--- src/rtl/imu_sched_pkg.sv ---
// Shared types and helpers for the IMU sample scheduler: FSM state encoding,
// sample width and the saturating subtract used by optional bias removal.
package imu_sched_pkg;

    localparam int IMU_DW = 16;

    typedef enum logic [1:0] {
        IDLE,
        ARMED,
        START,
        WAIT_DONE
    } state_t;

    // Widen by one bit so the true difference is available, then clamp to the signed range.
    function automatic logic signed [IMU_DW-1:0] sat_sub(
        input logic signed [IMU_DW-1:0] a,
        input logic signed [IMU_DW-1:0] b
    );
        logic signed [IMU_DW:0] diff;
        diff = {a[IMU_DW-1], a} - {b[IMU_DW-1], b};
        if (diff[IMU_DW] != diff[IMU_DW-1])
            sat_sub = diff[IMU_DW] ? {1'b1, {(IMU_DW-1){1'b0}}} : {1'b0, {(IMU_DW-1){1'b1}}};
        else
            sat_sub = diff[IMU_DW-1:0];
    endfunction

endpackage

--- src/rtl/imu_period_timer.sv ---
// Free-running sample period counter: counts 0..PERIOD-1 while run is high,
// emits a one-cycle tick on the last count, and is held at 0 while run is low.
module imu_period_timer #(
    parameter int unsigned PERIOD = 100000
) (
    input  logic clk,
    input  logic rst,
    input  logic run,
    output logic tick
);

    localparam int CW = $clog2(PERIOD);
    localparam logic [CW-1:0] LAST = CW'(PERIOD - 1);

    logic [CW-1:0] count;

    // NOTE: sequential state uses non-blocking assignments so every flop samples pre-edge values.
    always_ff @(posedge clk) begin
        if (rst || !run)
            count <= '0;
        else if (count == LAST)
            count <= '0;
        else
            count <= count + CW'(1);
    end

    assign tick = run && (count == LAST);

endmodule

--- src/rtl/imu_sample_scheduler.sv ---
// Periodic gyro read scheduler with timeout, overrun accounting and a valid/ready
// sample output. Define IMU_BIAS_SUB_EN to add bias_x/y/z ports and saturating bias removal.
module imu_sample_scheduler
    import imu_sched_pkg::*;
#(
    parameter int unsigned SAMPLE_PERIOD  = 100000,
    parameter int unsigned TIMEOUT_CYCLES = 65535
) (
    input  logic                     clk,
    input  logic                     rst,
    input  logic                     enable,
    output logic                     i2c_start,
    input  logic                     i2c_done,
    input  logic signed [IMU_DW-1:0] i2c_x,
    input  logic signed [IMU_DW-1:0] i2c_y,
    input  logic signed [IMU_DW-1:0] i2c_z,
`ifdef IMU_BIAS_SUB_EN
    input  logic signed [IMU_DW-1:0] bias_x,
    input  logic signed [IMU_DW-1:0] bias_y,
    input  logic signed [IMU_DW-1:0] bias_z,
`endif
    output logic signed [IMU_DW-1:0] out_x,
    output logic signed [IMU_DW-1:0] out_y,
    output logic signed [IMU_DW-1:0] out_z,
    output logic                     sample_valid,
    input  logic                     sample_ready,
    output logic                     busy,
    output logic [7:0]               overrun_cnt,
    output logic                     timeout_err
);

    localparam int TW = $clog2(TIMEOUT_CYCLES + 1);
    localparam logic [TW-1:0] T_LAST = TW'(TIMEOUT_CYCLES - 1);

    state_t                  state, state_next;
    logic                    tick;
    logic [TW-1:0]           tcnt;
    logic                    done_evt, timeout_evt, drop_evt, cap_ovr;
    logic [8:0]              ovr_sum;
    logic signed [IMU_DW-1:0] cap_x, cap_y, cap_z;

    imu_period_timer #(.PERIOD(SAMPLE_PERIOD)) u_timer (
        .clk  (clk),
        .rst  (rst),
        .run  (state != IDLE),
        .tick (tick)
    );

    // tcnt is 0 in the first waiting cycle, so the timeout fires in the
    // TIMEOUT_CYCLES-th cycle after the start pulse; a done in that cycle still wins.
    assign done_evt    = (state == WAIT_DONE) && i2c_done;
    assign timeout_evt = (state == WAIT_DONE) && !i2c_done && (tcnt == T_LAST);
    assign drop_evt    = (state == WAIT_DONE) && tick;
    assign cap_ovr     = done_evt && sample_valid && !sample_ready;

`ifdef IMU_BIAS_SUB_EN
    assign cap_x = sat_sub(i2c_x, bias_x);
    assign cap_y = sat_sub(i2c_y, bias_y);
    assign cap_z = sat_sub(i2c_z, bias_z);
`else
    assign cap_x = i2c_x;
    assign cap_y = i2c_y;
    assign cap_z = i2c_z;
`endif

    always_ff @(posedge clk) begin
        if (rst)
            state <= IDLE;
        else
            state <= state_next;
    end

    always_comb begin
        state_next = state;
        case (state)
            IDLE:      if (enable) state_next = ARMED;
            ARMED:     if (!enable) state_next = IDLE;
                       else if (tick) state_next = START;
            START:     state_next = WAIT_DONE;
            WAIT_DONE: if (done_evt || timeout_evt) state_next = enable ? ARMED : IDLE;
            default:   state_next = IDLE;
        endcase
    end

    always_comb begin
        i2c_start = (state == START);
        busy      = (state == WAIT_DONE);
    end

    always_ff @(posedge clk) begin
        if (rst)
            tcnt <= '0;
        else if (state == START)
            tcnt <= '0;
        else if (state == WAIT_DONE)
            tcnt <= tcnt + TW'(1);
    end

    always_ff @(posedge clk) begin
        if (rst)
            timeout_err <= 1'b0;
        else if (timeout_evt)
            timeout_err <= 1'b1;
    end

    always_ff @(posedge clk) begin
        if (rst) begin
            out_x        <= '0;
            out_y        <= '0;
            out_z        <= '0;
            sample_valid <= 1'b0;
        end else if (done_evt) begin
            out_x        <= cap_x;
            out_y        <= cap_y;
            out_z        <= cap_z;
            sample_valid <= 1'b1;
        end else if (sample_valid && sample_ready) begin
            sample_valid <= 1'b0;
        end
    end

    // A dropped tick and an overwritten sample can coincide, so both are summed before clamping.
    assign ovr_sum = {1'b0, overrun_cnt} + {8'd0, drop_evt} + {8'd0, cap_ovr};

    always_ff @(posedge clk) begin
        if (rst)
            overrun_cnt <= '0;
        else
            overrun_cnt <= ovr_sum[8] ? 8'hFF : ovr_sum[7:0];
    end

endmodule

--- config.mk ---
export PLATFORM = sky130hd
export DESIGN_NAME = imu_sample_scheduler
export DESIGN_NICKNAME = d
export VERILOG_FILES = /design/src/rtl/imu_sched_pkg.sv /design/src/rtl/imu_period_timer.sv /design/src/rtl/imu_sample_scheduler.sv
export SDC_FILE = /design/constraint.sdc
export NUM_CORES = 1
export LEC_CHECK = 0
export CAP_MARGIN = 20
export CORE_UTILIZATION = 55
export DETAILED_ROUTE_END_ITERATION = 8
export DONT_BUFFER_PORTS = 1
export PLACE_DENSITY = 0.7
export SYNTH_ARGS = -nofsm -noshare
export SYNTH_HDL_FRONTEND = slang
export SYNTH_SLANG_ARGS = --single-unit
--- constraint.sdc ---
create_clock -name clk -period 2.6 [get_ports clk]
set_input_delay 0.52 -clock clk [delete_from_list [all_inputs] [get_ports clk]]
set_output_delay 0.52 -clock clk [all_outputs]
set_load 0.05 [all_outputs]
==> impl_table.tex, run 1 <==
\begin{tabular}{lr}
\hline
Metric & Value \\
\hline
\multicolumn{2}{l}{\textbf{Clock network}} \\
\quad Number of buffers added to fix hold violations after cts & 0 \\
\quad CTS sink count & 93 \\
\quad CTS tree & done \\
\quad Cts bufs inserted & 9 \\
\quad CTS H-tree depth & 3 \\
\quad Source-to-sink clock delay at the later pin of the worst-skew pair & 360 ps \\
\quad CTS root buffer & sky130\_fd\_sc\_hd\_\_clkbuf\_8 \\
\quad Clk slew on worst S/H paths & 100 ps \\
\quad Deepest clock path buffer count & 2 \\
\multicolumn{2}{l}{\textbf{Power and ir drop}} \\
\quad Sequential fraction of design power & 60.7\% \\
\quad Internal power & 1.82 mW \\
\quad Part of the power in combinational logic & 0.5\% \\
\quad Clock network fraction of total power & 38.8\% \\
\quad Power per cell area & 592 nW/um\^{}2 \\
\quad Net switching fraction of the power & 22.8\% \\
\quad Peak supply drop & 0.000352 V \\
\quad Switching power & 536 uW \\
\quad Static Leakage & 1.32 nW \\
\quad Post-layout power & 2.35 mW \\
\multicolumn{2}{l}{\textbf{Critical path}} \\
\quad Kind of cell adding the most delay to the critical path & simple AND/OR/NAND/NOR gates \\
\quad Nature of the critical path startpoint & register \\
\quad Worst path required time & 2890 ps \\
\quad Largest fanout on the critical path & 6 \\
\quad Slowest Stage Delay on Critical Path & 370 ps \\
\quad CP Cell Sequence & ha\_1 -> and4\_1 -> nand4\_2 -> nor2\_2 -> fa\_1 -> ha\_1 -> inv\_1 -> nor2\_2 -> nand4\_1 -> buf\_4 -> a21oi\_1 \\
\quad Type of destination of the critical path & register \\
\quad Crit path max-delay cell type & sky130\_fd\_sc\_hd\_\_dfxtp\_1 \\
\quad Worst Path Class, Setup & register to register \\
\quad Total buffers and inverters traversed by the critical path & 2 \\
\quad Worst endpoint data arrival time & 2640 ps \\
\multicolumn{2}{l}{\textbf{Worst hold path}} \\
\quad Type of the tightest min-delay check & input port to register \\
\multicolumn{2}{l}{\textbf{Logic synthesis}} \\
\quad Synthesized area divided by synthesized cell count & 8.31 um\^{}2 \\
\quad Share of the synthesized area in the top cell type & 50.5\% \\
\quad Top cells by area, synth & sky130\_fd\_sc\_hd\_\_dfxtp\_1, sky130\_fd\_sc\_hd\_\_nand2\_1, sky130\_fd\_sc\_hd\_\_a21oi\_1 \\
\quad Post-Syn Instances & 443 \\
\quad Post-Syn Nets & 501 \\
\quad Cell types with the highest counts after synthesis & sky130\_fd\_sc\_hd\_\_nand2\_1, sky130\_fd\_sc\_hd\_\_dfxtp\_1, sky130\_fd\_sc\_hd\_\_a21oi\_1 \\
\quad Post-synthesis cell type count & 34 \\
\quad Biggest area consumer among synthesized cells & sky130\_fd\_sc\_hd\_\_dfxtp\_1 \\
\quad Number of synthesis warnings & 0 \\
\quad Most common flop cell mapped by yosys & sky130\_fd\_sc\_hd\_\_dfxtp\_1 \\
\quad Post-synthesis async set-or-reset flop share & 0\% \\
\quad Netlist area before placement & 3680 um\^{}2 \\
\quad Register area share after synthesis & 50.5\% \\
\quad Post-synth EDFFs & 0 \\
\quad Most numerous cell in the Yosys netlist & sky130\_fd\_sc\_hd\_\_nand2\_1 \\
\quad Flip-flop and latch count after synthesis & 93 \\
\multicolumn{2}{l}{\textbf{Finish}} \\
\quad Final antenna diode count & 0 \\
\quad Number of filler instances in the final layout & 582 \\
\quad Nets & 500 \\
\quad Layout cells sized above 1 & 8.95\% \\
\quad Count of placed standard cells in the final layout, fillers left out & 524 \\
\quad Synth-to-Final Area Change & 7.91\% \\
\multicolumn{2}{l}{\textbf{Floorplanning}} \\
\quad Number of placement rows & 29 \\
\quad Height of the chip & 83.8 um \\
\quad Effective utilization at floorplan & 57.4\% \\
\quad Horizontal extent of the die & 83.8 um \\
\quad Area of the placeable core & 6420 um\^{}2 \\
\quad Number of ports placed on the die boundary & 113 \\
\quad Area of the die & 7030 um\^{}2 \\
\multicolumn{2}{l}{\textbf{STA}} \\
\quad Hold Fails Final Rpt & 0 \\
\quad Slew at the pin closest to its max-slew limit & 647 ps \\
\quad Max-slew headroom at the worst pin & 56.8\% \\
\quad Final-report setup violation count & 0 \\
\quad Clk\_skew & 8.69 ps \\
\quad Setup repair after global routing missed its margin & false \\
\quad Final critical-path share of the clock period & 90.2\% \\
\quad Max-slew violations & 0 \\
\quad Post-layout minimum cycle time & 2340 ps \\
\quad Tightest hold margin & 219 ps \\
\quad Fin Setup TNS & 0 ps \\
\quad Fmax & 426 MHz \\
\multicolumn{2}{l}{\textbf{Status}} \\
\quad Violated checks & DRC \\
\quad Result of the run & finished, violations left \\
\multicolumn{2}{l}{\textbf{Detailed routing}} \\
\quad Routed Antenna Nets & 0 \\
\quad Number of vias after detailed routing & 2,869 \\
\quad Routed wire length & 7230 um \\
\quad Number of detailed-route iterations in the first pass & 6 \\
\quad Post-route DRC & 16 \\
\quad Vias per inst & 5.48 \\
\quad Number of DRC markers in iteration 0 & 99 \\
\quad Routed len/inst & 13.8 um \\
\multicolumn{2}{l}{\textbf{Flow run}} \\
\quad Number of max-cap violations & 0 \\
\multicolumn{2}{l}{\textbf{Global routing}} \\
\quad Wire length of the first global-routing pass & 12,000 um \\
\quad GR Util met1 & 26.1\% \\
\quad Overflow after GRT & 0 \\
\quad Via count of the first global-routing pass & 2,636 \\
\quad All-Layer GR Usage & 21.1\% \\
\quad Largest net degree at the start of global routing & 64 \\
\quad Met3 track utilization from global routing & 5.14\% \\
\quad Antenna violations before repair & 0 \\
\quad GR Util met2 & 34.8\% \\
\quad Most used routing layer in global routing & met2 \\
\multicolumn{2}{l}{\textbf{Placement}} \\
\quad Placed Cells & 507 \\
\quad Half-perimeter wire length after detailed placement & 4930 um \\
\quad Placer congestion estimate & 0.769 \\
\quad Number of input and output port buffers inserted & 0 \\
\hline
\end{tabular}
-- power groups by stage --
stage | combinational [mW] | clock [mW] | sequential (mW)
floorplan | 0.0250 | 0 | 1.46
global placement | 0.0117 | 0 | 1.46
detailed placement | 0.0117 | 0 | 1.46
CTS | 0.0117 | 0.936 | 1.43
global route | 0.0132 | 0.994 | 1.43
finish | 0.0114 | 0.913 | 1.43
-- placed cells by master (no fill, tap or decap), drive strengths merged --
cell type | netlist | final
nand2b | 1 | 1
clkinvlp | 0 | 2
xnor2 | 12 | 12
fa | 1 | 1
nor3 | 5 | 5
buf | 8 | 13
nor2b | 1 | 1
o31ai | 1 | 1
nor4b | 2 | 2
nand2 | 109 | 109
and2 | 1 | 1
nor4 | 5 | 5
nand3 | 11 | 11
or2 | 3 | 3
nor2 | 37 | 37
and3 | 2 | 2
a21oi | 64 | 64
dfxtp | 93 | 93
clkbuf | 17 | 10
o21ai | 5 | 5
or4 | 2 | 2
a31oi | 2 | 2
or3 | 5 | 5
and4b | 2 | 2
nand4 | 14 | 14
inv | 11 | 14
clkinv | 0 | 1
xor2 | 16 | 16
and4 | 6 | 6
ha | 4 | 4
o32ai | 1 | 1
a211oi | 2 | 2
-- cell families after synthesis --
family	after synthesis	share of synthesized area (%)
and+or+nand+nor	206	26.3
DFF	93	50.5
AOI/OAI and AO/OA	75	10.6
buffers and inverters	36	4.01
xor gates and xnor gates	28	6.66
adders and majority gates	5	1.90
-- flip-flops by register name (all words and copies together) (netlist names), named ones only --
name and count:
out_z 16, timeout_err 1, out_y 16, overrun_cnt 8
u_timer.count 17, tcnt 16, sample_valid 1, out_x 16
state 1
-- repair_timing --
item                                   in CTS  in global routing
resized for setup                           0                  3
endpoints found under the hold margin       0                  0
setup endpoints to repair                   0                  6
setup buffers                               0                  1
-- path summary, 6_finish.rpt --
check	slack, ps	end	start	cells past startpoint
max	260	overrun_cnt[0]$_SDFF_PP0_	u_timer.count[0]$_SDFF_PP0_	11
min	220	out_x[10]$_SDFFE_PP0P_	rst	1
max reg2reg	260	overrun_cnt[0]$_SDFF_PP0_	u_timer.count[0]$_SDFF_PP0_	11
min reg2reg	470	u_timer.count[0]$_SDFF_PP0_	u_timer.count[0]$_SDFF_PP0_	1
-- stage by stage --
step	utilization, %	setup WS [ps]	instance area (um^2)
5_1_grt	61.9	26.3	3980
3_3_place_gp	58.7	211	3770
3_5_place_dp	58.7	101	3770
2_1_floorplan	-	329	3680
4_1_cts	61.6	63.0	3960
6_report	61.9	255	3980
-- metal layers --
metal  wire [um]  vias to the layer above  part of all wire, %
met5           0                        -                    0
met4         114                        0                  1.6
met3         450                        9                  6.2
met2        3490                       82                   48
met1        3180                     1299                   44
li1            -                     1479                    -
-- cell type report --
type	instances	area (um^2)	area share [%]
flip-flops and latches	93	1860	46.8
multi-input cells	314	1690	42.5
clock buffers	10	138	3.46
repair buffers	13	97.6	2.46
well taps	77	96.3	2.42
clock inverters	6	52.6	1.32
inverters	11	41.3	1.04
Note: power is estimated with default switching activity, not from simulation.
==> run 2: changes to the inputs <==
CORE_MARGIN = 10   (was not set)
CORE_UTILIZATION = 46   (was 55)
DONT_BUFFER_PORTS = not set   (was 1)
PLACE_DENSITY = 0.79   (was 0.7)
==> impl_table.tex, run 2 (synthesis results as in run 1) <==
\begin{tabular}{lr}
\hline
Metric & Value \\
\hline
\multicolumn{2}{l}{\textbf{Floorplanning}} \\
\quad Area of the die & 12,000 um\^{}2 (was 7030 um\^{}2) \\
\quad Height of the chip & 109 um (was 83.8 um) \\
\quad Number of ports placed on the die boundary & 113 (unchanged) \\
\quad Effective utilization at floorplan & 47.4\% (was 57.4\%) \\
\quad Area of the placeable core & 7770 um\^{}2 (was 6420 um\^{}2) \\
\quad Number of placement rows & 32 (was 29) \\
\quad Horizontal extent of the die & 109 um (was 83.8 um) \\
\multicolumn{2}{l}{\textbf{Critical path}} \\
\quad Worst endpoint data arrival time & 1830 ps (was 2640 ps) \\
\quad Worst path required time & 2080 ps (was 2890 ps) \\
\quad Worst Path Class, Setup & register to primary output (was register to register) \\
\quad Nature of the critical path startpoint & register (unchanged) \\
\quad Type of destination of the critical path & primary output (was register) \\
\quad Largest fanout on the critical path & 12 (was 6) \\
\quad Start of the worst register-to-register path & u\_timer.count[0]\$\_SDFF\_PP0\_ (unchanged) \\
\multicolumn{2}{l}{\textbf{Finish}} \\
\quad Top library cells by usage in the layout, fill and taps aside & sky130\_fd\_sc\_hd\_\_nand2\_1, sky130\_fd\_sc\_hd\_\_clkdlybuf4s50\_1, sky130\_fd\_sc\_hd\_\_dfxtp\_1 (was sky130\_fd\_sc\_hd\_\_nand2\_1, sky130\_fd\_sc\_hd\_\_dfxtp\_1, sky130\_fd\_sc\_hd\_\_a21oi\_1) \\
\quad Flip-flop count of the largest register after layout & 17 (unchanged) \\
\quad Final core utilization & 65.7\% (was 61.9\%) \\
\quad Final antenna diode count & 0 (unchanged) \\
\quad Nets & 607 (was 500) \\
\quad Layout cells sized above 1 & 5.96\% (was 8.95\%) \\
\quad Final std cell area, no fill & 5100 um\^{}2 (was 3980 um\^{}2) \\
\quad Reg with most FFs & u\_timer.count (unchanged) \\
\quad Synth-to-Final Area Change & 38.6\% (was 7.91\%) \\
\multicolumn{2}{l}{\textbf{Clock network}} \\
\quad Deepest clock path buffer count & 2 (unchanged) \\
\quad CTS tree & done (unchanged) \\
\quad Source-to-sink clock delay at the later pin of the worst-skew pair & 360 ps (about the same) \\
\quad CTS sink count & 93 (unchanged) \\
\quad Clk slew on worst S/H paths & 90 ps (was 100 ps) \\
\quad CTS H-tree depth & 3 (unchanged) \\
\quad Cts bufs inserted & 9 (unchanged) \\
\quad CTS root buffer & sky130\_fd\_sc\_hd\_\_clkbuf\_8 (unchanged) \\
\multicolumn{2}{l}{\textbf{Placement}} \\
\quad Number of input and output port buffers inserted & 112 (was 0) \\
\quad Placer congestion estimate & 0.807 (was 0.769) \\
\quad Post-Place Cell Area & 4880 um\^{}2 (was 3770 um\^{}2) \\
\quad Half-perimeter wire length after detailed placement & 7000 um (was 4930 um) \\
\multicolumn{2}{l}{\textbf{STA}} \\
\quad Hold Fails Final Rpt & 0 (unchanged) \\
\quad Setup repair after global routing missed its margin & false (unchanged) \\
\quad Slew at the pin closest to its max-slew limit & 548 ps (was 647 ps) \\
\quad Clk\_skew & 9.50 ps (was 8.69 ps) \\
\quad Final critical-path share of the clock period & 90.4\% (was 90.2\%) \\
\quad Final-report setup violation count & 0 (unchanged) \\
\quad Max-slew violations & 0 (unchanged) \\
\quad Fin Setup TNS & 0 ps (unchanged) \\
\quad Tightest hold margin & 416 ps (was 219 ps) \\
\quad Max-slew headroom at the worst pin & 63.3\% (was 56.8\%) \\
\quad Post-layout minimum cycle time & 2350 ps (was 2340 ps) \\
\quad Fmax & 425 MHz (was 426 MHz) \\
\multicolumn{2}{l}{\textbf{Status}} \\
\quad Result of the run & completed (was finished, violations left) \\
\multicolumn{2}{l}{\textbf{Global routing}} \\
\quad Via count of the first global-routing pass & 3,194 (was 2,636) \\
\quad Largest net degree at the start of global routing & 50 (was 64) \\
\quad Wire length of the first global-routing pass & 15,400 um (was 12,000 um) \\
\quad All-Layer GR Usage & 15.8\% (was 21.1\%) \\
\quad Overflow after GRT & 0 (unchanged) \\
\quad Antenna violations before repair & 0 (unchanged) \\
\multicolumn{2}{l}{\textbf{Detailed routing}} \\
\quad Routed len/inst & 14.6 um (was 13.8 um) \\
\quad Routed Antenna Nets & 0 (unchanged) \\
\quad Post-route DRC & 0 (was 16) \\
\quad Number of detailed-route iterations in the first pass & 4 (was 6) \\
\quad Number of vias after detailed routing & 3,345 (was 2,869) \\
\quad Number of DRC markers in iteration 0 & 232 (was 99) \\
\quad Routed wire length & 9600 um (was 7230 um) \\
\quad Vias per inst & 5.10 (was 5.48) \\
\multicolumn{2}{l}{\textbf{Worst hold path}} \\
\quad Startpoint of the most critical hold path & rst (unchanged) \\
\quad Type of the tightest min-delay check & input port to register (unchanged) \\
\multicolumn{2}{l}{\textbf{Power and ir drop}} \\
\quad Post-layout power & 2.58 mW (was 2.35 mW) \\
\quad Static Leakage & 1.73 nW (was 1.32 nW) \\
\quad Power per cell area & 505 nW/um\^{}2 (was 592 nW/um\^{}2) \\
\quad Peak supply drop & 0.000268 V (was 0.000352 V) \\
\multicolumn{2}{l}{\textbf{Flow run}} \\
\quad Number of max-cap violations & 0 (unchanged) \\
\hline
\end{tabular}
==> run 2: cell types whose count changed in the layout (fill, tap and decap cells not counted), moves of 2 or more <==
| cell | before | now |
|---|---|---|
| sky130_fd_sc_hd__inv_6 | 2 | 0 |
| sky130_fd_sc_hd__buf_4 | 13 | 8 |
| sky130_fd_sc_hd__bufinv_16 | 0 | 2 |
| sky130_fd_sc_hd__clkdlybuf4s50_1 | 0 | 109 |
==> run 2: layout make-up <==
class	instances	area [um^2]
Timing Repair Buffer	120	1180
Fill cell	659	2660
Tap cell	102	128
Inverter	11	41.3
Sequential cell	93	1860
Clock buffer	10	128
Clock inverter	6	87.6
Multi-Input combinational cell	314	1680
==> run 2: what timing repair did <==
| action | CTS | global route |
|---|---|---|
| hold endpoints to repair | 0 | 0 |
| resized for setup | 1 | 2 |
| hold buffers | 0 | 0 |
| pin swaps | 0 | 1 |
| setup buffers | 0 | 1 |
| setup endpoints to repair | 1 | 7 |
==> run 2: per-layer routing <==
layer / track usage (%) / vias up / share of wire, %
met4: 5.02 / 0 / 1.1
met5: 0 / - / 0
met3: 7.08 / 8 / 9.4
met1: 17.7 / 1553 / 41
met2: 26.3 / 90 / 49
li1: - / 1694 / -
==> run 2: stage by stage <==
step	setup WS (ps)	cells
final	248	656
after global placement	59.7	639
after global routing	55.3	656
after floorplan	329	443
after CTS	29.6	655
after detailed placement	-31.0	639
==> run 2: worst paths after layout <==
path	to	slack, ps	cells past startpoint
setup / recovery	i2c_start	250	3
hold / removal	tcnt[1]$_SDFFE_PP0N_	420	2
setup reg to reg	overrun_cnt[3]$_SDFF_PP0_	320	11
hold reg to reg	timeout_err$_SDFFE_PP0P_	450	2
==> run 2: worst max-delay path: stages (launching register included) <==
cell and delay [ps]:
sky130_fd_sc_hd__dfxtp_1 580, sky130_fd_sc_hd__inv_1 140, sky130_fd_sc_hd__nor2_1 190, sky130_fd_sc_hd__dlygate4sd2_1 560
==> run 2: power by group <==
group          total, mW  switching (mW)  leakage, nW  internal, mW
Combinational      0.108          0.0356        0.882        0.0721
Clock               1.04           0.501       0.0985         0.540
Sequential          1.43         0.00339        0.749          1.42
Total               2.58           0.540         1.73          2.04
==> run 3: changes to the inputs <==
GPL_TIMING_DRIVEN = 0   (was not set)
==> impl_table.tex, run 3 (synthesis results as in run 1) <==
\begin{tabular}{lr}
\hline
Metric & Value \\
\hline
\multicolumn{2}{l}{\textbf{Finish}} \\
\quad Reg with most FFs & u\_timer.count (unchanged) \\
\quad Most common library cell in the layout ignoring fill and taps & sky130\_fd\_sc\_hd\_\_clkdlybuf4s50\_1 \\
\quad Count of placed standard cells in the final layout, fillers left out & 673 (was 656) \\
\quad Nets & 624 (was 607) \\
\quad Flip-flop count of the largest register after layout & 17 (unchanged) \\
\quad Synth-to-Final Area Change & 40.2\% (was 38.6\%) \\
\quad Final std cell area, no fill & 5160 um\^{}2 (was 5100 um\^{}2) \\
\quad Layout cells sized above 1 & 6.48\% (was 5.96\%) \\
\quad Top library cells by usage in the layout, fill and taps aside & sky130\_fd\_sc\_hd\_\_clkdlybuf4s50\_1, sky130\_fd\_sc\_hd\_\_nand2\_1, sky130\_fd\_sc\_hd\_\_dfxtp\_1 (was sky130\_fd\_sc\_hd\_\_nand2\_1, sky130\_fd\_sc\_hd\_\_clkdlybuf4s50\_1, sky130\_fd\_sc\_hd\_\_dfxtp\_1) \\
\quad Final core utilization & 66.5\% (was 65.7\%) \\
\quad Final antenna diode count & 0 (unchanged) \\
\multicolumn{2}{l}{\textbf{Global routing}} \\
\quad All-Layer GR Usage & 16.3\% (was 15.8\%) \\
\quad Largest net degree at the start of global routing & 16 (was 50) \\
\quad Overflow after GRT & 0 (unchanged) \\
\quad Via count of the first global-routing pass & 3,342 (was 3,194) \\
\quad Antenna violations before repair & 0 (unchanged) \\
\quad Wire length of the first global-routing pass & 15,800 um (was 15,400 um) \\
\multicolumn{2}{l}{\textbf{Critical path}} \\
\quad Worst Path Class, Setup & input port to register (was register to primary output) \\
\quad Worst path required time & 2880 ps (was 2080 ps) \\
\quad Worst endpoint data arrival time & 2800 ps (was 1830 ps) \\
\quad Type of destination of the critical path & register (was primary output) \\
\quad Nature of the critical path startpoint & input port (was register) \\
\quad Largest fanout on the critical path & 10 (was 12) \\
\multicolumn{2}{l}{\textbf{Floorplanning}} \\
\quad Height of the chip & 109 um (unchanged) \\
\quad Area of the placeable core & 7770 um\^{}2 (unchanged) \\
\quad Number of ports placed on the die boundary & 113 (unchanged) \\
\quad Effective utilization at floorplan & 47.4\% (unchanged) \\
\quad Area of the die & 12,000 um\^{}2 (unchanged) \\
\quad Horizontal extent of the die & 109 um (unchanged) \\
\quad Number of placement rows & 32 (unchanged) \\
\multicolumn{2}{l}{\textbf{STA}} \\
\quad Max-slew headroom at the worst pin & 63.4\% (was 63.3\%) \\
\quad Slew at the pin closest to its max-slew limit & 547 ps (was 548 ps) \\
\quad Post-layout minimum cycle time & 2520 ps (was 2350 ps) \\
\quad Final critical-path share of the clock period & 97.0\% (was 90.4\%) \\
\quad Clk\_skew & 8.49 ps (was 9.50 ps) \\
\quad Fmax & 397 MHz (was 425 MHz) \\
\quad Max-slew violations & 0 (unchanged) \\
\quad Tightest hold margin & 456 ps (was 416 ps) \\
\quad Hold Fails Final Rpt & 0 (unchanged) \\
\quad Final-report setup violation count & 0 (unchanged) \\
\multicolumn{2}{l}{\textbf{Clock network}} \\
\quad CTS sink count & 93 (unchanged) \\
\quad Number of buffers added to fix hold violations after cts & 0 (unchanged) \\
\quad Deepest clock path buffer count & 2 (unchanged) \\
\quad Cts bufs inserted & 9 (unchanged) \\
\quad CTS H-tree depth & 3 (unchanged) \\
\quad Source-to-sink clock delay at the later pin of the worst-skew pair & 360 ps (about the same) \\
\quad Clk slew on worst S/H paths & 90 ps (about the same) \\
\quad CTS tree & done (unchanged) \\
\quad CTS root buffer & sky130\_fd\_sc\_hd\_\_clkbuf\_8 (unchanged) \\
\multicolumn{2}{l}{\textbf{Detailed routing}} \\
\quad Routed len/inst & 14.8 um (was 14.6 um) \\
\quad Post-route DRC & 0 (unchanged) \\
\quad Vias per inst & 5.02 (was 5.10) \\
\quad Routed Antenna Nets & 0 (unchanged) \\
\quad Routed wire length & 9940 um (was 9600 um) \\
\quad Number of DRC markers in iteration 0 & 127 (was 232) \\
\quad Number of vias after detailed routing & 3,378 (was 3,345) \\
\quad Number of detailed-route iterations in the first pass & 4 (unchanged) \\
\multicolumn{2}{l}{\textbf{Placement}} \\
\quad Number of input and output port buffers inserted & 111 (was 112) \\
\quad Half-perimeter wire length after detailed placement & 7340 um (was 7000 um) \\
\quad Placer congestion estimate & 0.820 (was 0.807) \\
\quad Post-Place Cell Area & 4920 um\^{}2 (was 4880 um\^{}2) \\
\quad Placed Cells & 656 (was 639) \\
\multicolumn{2}{l}{\textbf{Power and ir drop}} \\
\quad Power per cell area & 487 nW/um\^{}2 (was 505 nW/um\^{}2) \\
\quad Peak supply drop & 0.000407 V (was 0.000268 V) \\
\quad Post-layout power & 2.51 mW (was 2.58 mW) \\
\quad Static Leakage & 1.74 nW (was 1.73 nW) \\
\multicolumn{2}{l}{\textbf{Worst hold path}} \\
\quad Type of the tightest min-delay check & register to register (was input port to register) \\
\multicolumn{2}{l}{\textbf{Flow run}} \\
\quad Number of max-cap violations & 0 (unchanged) \\
\multicolumn{2}{l}{\textbf{Status}} \\
\quad Result of the run & completed (unchanged) \\
\hline
\end{tabular}
-- run 3: cell types whose count changed in the layout (fill, tap and decap cells not counted), moves of 2 or more --
cell                       change
sky130_fd_sc_hd__clkbuf_1     +16
sky130_fd_sc_hd__buf_2         +6
sky130_fd_sc_hd__nor2_1        -2
sky130_fd_sc_hd__buf_4         -6
-- run 3: area by class of cell --
| class | instances | area, um^2 |
|---|---|---|
| Fill cell | 655 | 2600 |
| Sequential cell | 93 | 1860 |
| Multi-Input combinational cell | 314 | 1700 |
| Timing Repair Buffer | 112 | 1120 |
| Clock buffer | 11 | 141 |
| Tap cell | 102 | 128 |
| Buffer | 25 | 110 |
| Clock inverter | 5 | 58.8 |
| Inverter | 11 | 41.3 |
-- run 3: what timing repair did --
| action | 4_1_cts | 5_1_grt |
|---|---|---|
| endpoints found under the hold margin | 0 | 0 |
| pin swaps | 1 | 0 |
| setup endpoints to repair | 8 | 9 |
| gates resized for setup | 2 | 9 |
| setup buffers | 1 | 0 |
-- run 3: layer usage --
metal  share of wire (%)  vias up  global-route usage, %
li1                    -     1727                      -
met1                  41     1559                   17.6
met2                  50       86                   27.9
met3                 8.1        6                   7.26
met4                 1.1        0                   5.30
met5                   0        -                      0
-- run 3: where the power goes --
part           internal [mW]  switching (mW)  leakage [nW]
sequential              1.42         0.00130         0.749
combinational         0.0734          0.0397         0.899
clock                  0.473           0.503        0.0959
-- run 3: final timing paths --
path / start / to / slack [ps] / depth (start not counted)
setup / recovery: i2c_done / overrun_cnt[4]$_SDFF_PP0_ / 80 / 10
hold reg to reg: out_x[4]$_SDFFE_PP0P_ / out_x[4]$_SDFFE_PP0P_ / 460 / 2
setup reg to reg: u_timer.count[0]$_SDFF_PP0_ / overrun_cnt[4]$_SDFF_PP0_ / 170 / 11
hold / removal: out_x[4]$_SDFFE_PP0P_ / out_x[4]$_SDFFE_PP0P_ / 460 / 2
-- run 3: per-stage QoR --
step / setup slack [ps] / setup TNS, ps
floorplan: 329 / 0
finish: 78.3 / 0
detailed placement: -562 / -4120
global placement: -561 / -4100
global route: -2.99 / -2.99
CTS: 5.65 / 0
-- run 3: worst max-delay path, stage by stage --
cell                              delay (ps)
sky130_fd_sc_hd__clkdlybuf4s50_1         510
sky130_fd_sc_hd__nand3_4                 180
sky130_fd_sc_hd__clkbuf_4                220
sky130_fd_sc_hd__nor2_2                   70
sky130_fd_sc_hd__fa_1                    430
sky130_fd_sc_hd__ha_1                    240
sky130_fd_sc_hd__inv_1                   110
sky130_fd_sc_hd__nor2_4                   60
sky130_fd_sc_hd__or2_2                   300
sky130_fd_sc_hd__a21oi_1                 150
